==> src/rtl/str_frame_packer.sv <==
// Packs a framed sample stream into 32-bit AXI-Stream frames: SYNC header, sign-extended
// samples, then a trailer {seq, bad_len, count}. Framing is enforced locally by a sample counter.
module str_frame_packer #(
   parameter int          DW        = 24,
   parameter int          FRAME_LEN = 16000,
   parameter logic [31:0] SYNC      = 32'hA5A5_5A5A
) (
   input  logic          clk,
   input  logic          rst,
   input  logic [DW-1:0] s_axis_tdata,
   input  logic          s_axis_tlast,
   input  logic          s_axis_tvalid,
   output logic          s_axis_tready,
   output logic [31:0]   m_axis_tdata,
   output logic          m_axis_tlast,
   output logic          m_axis_tvalid,
   input  logic          m_axis_tready,
   output logic [15:0]   frame_seq,
   output logic          frame_err
);

   typedef enum logic [1:0] {
      ST_HDR  = 2'd0,
      ST_DATA = 2'd1,
      ST_TRL  = 2'd2
   } state_t;

   localparam logic [15:0] FRAME_LEN_W = 16'(FRAME_LEN);

   state_t      state_reg;
   logic [15:0] seq_reg;
   logic [15:0] count_reg;
   logic [15:0] count_next;
   logic        bad_len_reg;
   logic        bad_len_next;
   logic        frame_full;
   logic        frame_close;
   logic        can_load;
   logic [31:0] m_data_reg;
   logic        m_last_reg;
   logic        m_valid_reg;
   logic        frame_err_reg;
   logic [31:0] sample_ext;

   // Per-bit sign extension also covers DW=32, where no replication bits exist.
   genvar gi;
   generate
      for (gi = 0; gi < 32; gi++) begin : g_ext
         if (gi < DW) begin : g_data
            assign sample_ext[gi] = s_axis_tdata[gi];
         end else begin : g_sign
            assign sample_ext[gi] = s_axis_tdata[DW-1];
         end
      end
   endgenerate

   // Output register can take a new word when empty or when its word leaves this cycle.
   assign can_load     = !m_valid_reg || m_axis_tready;
   assign count_next   = count_reg + 16'd1;
   assign frame_full   = (count_next == FRAME_LEN_W);
   assign frame_close  = s_axis_tlast || frame_full;
   assign bad_len_next = s_axis_tlast ^ frame_full;

   always_ff @(posedge clk) begin
      if (rst) begin
         state_reg     <= ST_HDR;
         seq_reg       <= 16'd0;
         count_reg     <= 16'd0;
         bad_len_reg   <= 1'b0;
         m_data_reg    <= 32'd0;
         m_last_reg    <= 1'b0;
         m_valid_reg   <= 1'b0;
         frame_err_reg <= 1'b0;
      end else begin
         frame_err_reg <= m_valid_reg && m_axis_tready && m_last_reg && m_data_reg[15];
         if (m_valid_reg && m_axis_tready) begin
            m_valid_reg <= 1'b0;
         end
         case (state_reg)
            ST_HDR: begin
               // A header is only emitted once a sample is actually waiting.
               if (s_axis_tvalid && can_load) begin
                  m_data_reg  <= SYNC;
                  m_last_reg  <= 1'b0;
                  m_valid_reg <= 1'b1;
                  state_reg   <= ST_DATA;
               end
            end
            ST_DATA: begin
               if (s_axis_tvalid && can_load) begin
                  m_data_reg  <= sample_ext;
                  m_last_reg  <= 1'b0;
                  m_valid_reg <= 1'b1;
                  count_reg   <= count_next;
                  if (frame_close) begin
                     bad_len_reg <= bad_len_next;
                     state_reg   <= ST_TRL;
                  end
               end
            end
            ST_TRL: begin
               if (can_load) begin
                  m_data_reg  <= {seq_reg, bad_len_reg, count_reg[14:0]};
                  m_last_reg  <= 1'b1;
                  m_valid_reg <= 1'b1;
                  seq_reg     <= seq_reg + 16'd1;
                  count_reg   <= 16'd0;
                  state_reg   <= ST_HDR;
               end
            end
            default: begin
               state_reg <= ST_HDR;
            end
         endcase
      end
   end

   assign s_axis_tready = (state_reg == ST_DATA) && can_load && !rst;
   assign m_axis_tdata  = m_data_reg;
   assign m_axis_tlast  = m_last_reg;
   assign m_axis_tvalid = m_valid_reg;
   assign frame_seq     = seq_reg;
   assign frame_err     = frame_err_reg;

endmodule

==> config.mk <==
export PLATFORM = sky130hd
export DESIGN_NAME = str_frame_packer
export DESIGN_NICKNAME = d
export VERILOG_FILES = /design/src/rtl/str_frame_packer.sv
export SDC_FILE = /design/constraint.sdc
export NUM_CORES = 1
export LEC_CHECK = 0
export BUFFER_PORTS_ARGS = -buffer_cell sky130_fd_sc_hd__buf_2
export CAP_MARGIN = 0
export CORE_MARGIN = 2
export CORE_UTILIZATION = 49
export DETAILED_ROUTE_END_ITERATION = 16
export PLACE_DENSITY = 0.81
export SLEW_MARGIN = 40
export SYNTH_ARGS = -nofsm -noshare
export SYNTH_HDL_FRONTEND = slang
export SYNTH_SLANG_ARGS = --single-unit
==> constraint.sdc <==
create_clock -name clk -period 2.3 [get_ports clk]
set_input_delay 0.345 -clock clk [delete_from_list [all_inputs] [get_ports clk]]
set_output_delay 0.345 -clock clk [all_outputs]
set_load 0.01 [all_outputs]
==> results.md <==
- Status: finished clean
- First-pass GRT wire length: roughly 16 mm
- Max FFs per register: 32
- Internal Power: between 0.002 and 0.0025 W
- Placed Cells: ~610
- Tot Pwr: between 0.003 and 0.004 W
- Setup bufs post-CTS: 0
- Seq cells post-synth: 70
- Top delay family on crit path: simple AND/OR/NAND/NOR gates
- Die Height: between 80 and 90 um
- DRC: 0
- Clock skew: approximately 7.9 ps
- CTS max path bufs: 2
- Nets: between 500 and 600
- Clock slew at reported path FFs: 70 ps
- Pin count of the biggest net entering global routing: 46
- Share of cells above drive strength 1: between 30% and 40%
- Via count: approximately 3600
- Net Sw Power: roughly 0.0011 W
- Capturing element type of the critical path: flop
- Synth area leader: dfxtp_1
- GRT Residual Overflow: 0
- Number of buffers created by CTS: 9
- EDFF count, synth: 0
- Area fraction of the dominant cell type after synthesis: about 39%
- Root Buffer: clkbuf_8
- ANT nets after route: 0
- Starting DRT DRC Count: 273
- Initial antenna violation count: 0
- Min-delay src: m_axis_tready
- Buffers & Inverters on Critical Path: 0
- H-tree depth: 3
- I/O pin total: ~80
- Post-Syn Instances: 440
- Tightest Pin Transition: 672 ps
- Non-Filler Instances: 630
- Pre-antenna DRT Iters: 5
- DP HPWL: 7.00 mm
- Critical Path Start Type: flop
- Antenna cell count: 0
- Worst stage delay on the critical path: between 300 and 400 ps
- Arrival time worst endpoint: 2430 ps
- CP Launch Point: count_reg[4]$_SDFFE_PP0P_
- CTS Hold Buffers Added: 0
- Yosys warns: 0
- Synth-to-layout area growth: 27.7%
- Max-slew violation count: 0
- Clock network power share: 33.6%
- WL/cell: 15.9 um
- Syn Nets: 478
- Cell row count: 31
- Critical Path RT: around 2500 ps
- Setup CP Type: flop to flop
- CTS tree: yes
- Die area: just under 0.008 mm2
- Tcrit/Tclk final: approximately 96%
- Max cap viols: 0
- Hold Crit Class: primary input to flop
- Max Fanout on Critical Path: 4
- Synth Cell Area: roughly 0.0036 mm2
- Gp weighted congestion: approximately 0.88
- Async set-reset flop share out of synthesis: 0%
- Comb power frac: about 27%
- CORE AREA: 0.00714 mm2
- Synth area leaders: dfxtp_1 (39%), a21oi_1 (5.5%), nor2_1 (5.3%)
- Final Critical Period: 2210 ps
- FMAX: 454 MHz
- Library cells used by synthesis: 49
- Switch share: roughly a third
- Peak VDD IR: between 400 and 500 uV
- Vias in the first global route: between 3000 and 4000
- Clk sinks: 70
- R2R Path Start: count_reg[4]$_SDFFE_PP0P_
- Worst-Skew Late Latency: between 300 and 400 ps
- CP Cell Sequence: and3_4 -> nand3_1 -> or4_1 -> a21bo_2 -> nand4_1 -> ha_2 -> a22oi_2 -> mux2i_1 -> nor2_1
- Final Hold Fails: 0
- GR Util All Layers: between 20% and 30%
- Leak: between 1.5 and 2 nW
- Main synth FF type: dfxtp_1
- Post-Route WL: ~10 mm
- Final setup viols: 0
- Sequential cell fraction of total power: between 30% and 40%
- Crit-path slowest cell: or4_1
- Post-synthesis sequential area ratio: 39.4%
- Vias per cell: 5.73
- Max-Slew Margin vs Limit: 55.2%
- I/O Buffers: 80
- PD cells: 791 mW/mm2
- Avg Inst Size Synth: between 8 and 9 um2
- WHS: 285 ps
- Die width: roughly 90 um
- Initial Util: about 50%
-- routing by layer --
layer	wire length (um)	GRT usage, %
met1	4480	34.1
met2	4910	40.7
met3	472	3.97
met4	167	8.82
met5	0	0
-- final cells by class --
type | instances | area [um2]
Clock inverter | 5 | 108
Sequential cell | 70 | 1410
Fill cell | 645 | 2590
Inverter | 9 | 33.8
Tap cell | 99 | 124
Clock buffer | 10 | 138
Multi-Input combinational cell | 321 | 2030
Timing Repair Buffer | 116 | 701
-- what timing repair did --
item,4_1_cts,5_1_grt
hold endpoints to repair,0,0
endpoints found under the setup margin,2,4
gates resized for setup,2,23
pin swaps,1,6
gates cloned,0,1
-- cells in the mapped netlist, types with 2 or more instances --
| master | n |
|---|---|
| inv_1 | 9 |
| clkbuf_1 | 21 |
| o22ai_1 | 3 |
| a22oi_1 | 14 |
| nand4b_1 | 7 |
| a211oi_1 | 9 |
| nor3_1 | 9 |
| a21oi_1 | 39 |
| a31oi_1 | 3 |
| or3_1 | 3 |
| a21bo_2 | 2 |
| nand2_1 | 47 |
| nor2_1 | 50 |
| mux2i_1 | 2 |
| ha_1 | 9 |
| a211o_1 | 2 |
| nand4_1 | 7 |
| a21o_1 | 3 |
| o21ai_0 | 11 |
| and3_1 | 3 |
| a311oi_1 | 14 |
| nand3_1 | 30 |
| buf_2 | 13 |
| buf_1 | 4 |
| nor4_1 | 7 |
| and4_1 | 2 |
| and2_1 | 2 |
| dfxtp_1 | 70 |
| xnor2_1 | 15 |
| a22o_1 | 11 |
-- cell usage in the layout (no fill, tap or decap), drive strengths merged, types with 8 or more instances in the layout --
master  count
a311oi     14
a21oi      40
nand2      48
nor3        9
o21ai      11
a211oi      9
buf       116
clkbuf     10
nor4        8
inv         9
nand3      30
nor2       50
ha          9
xnor2      15
a22o       12
a22oi      14
dfxtp      70
-- worst paths after layout --
check	end	slack (ps)	cells past startpoint
setup / recovery	state_reg[0]$_SDFFE_PP0P_	90	9
hold / removal	frame_err$_SDFF_PP0_	280	3
setup reg to reg	state_reg[0]$_SDFFE_PP0P_	90	9
hold reg to reg	m_axis_tdata[8]$_SDFFE_PP0P_	450	2
-- tightest hold or removal path, cell delays in order --
cell and delay, ps:
buf_2 120, nand4_1 80, nor2_1 30
-- power by group through the flow --
stage | sequential, W | clock, W | combinational, W
floorplan | 0.00147 | 0 | 0.000571
global placement | 0.00143 | 0 | 0.000939
detailed placement | 0.00143 | 0 | 0.000964
CTS | 0.00140 | 0.00122 | 0.000975
global route | 0.00142 | 0.00128 | 0.00107
finish | 0.00140 | 0.00121 | 0.000986
-- through the flow --
stage	setup WS, ps	area, um2	setup TNS [ps]	utilization [%]
after floorplan	8.13	3560	0	-
final	95.0	4540	0	63.6
after CTS	10.8	4450	0	62.4
after detailed placement	-21.9	4200	-21.9	58.9
after global routing	-21.4	4540	-21.4	63.6
after global placement	27.9	4200	0	58.9
-- logic make-up (layout without fill, tap and decap cells) --
kind of cell    count (synthesis)  in the layout  synth area share (%)
compound gates                115            115                  21.7
flops                          70             70                  39.4
simple gates                  178            178                  25.0
mux                             3              3                 0.879
buf+inv                        49            140                  5.87
fa+ha+maj                       9              9                  3.17
xor+xnor                       16             16                  3.94
(Power assumes the default switching activity.)
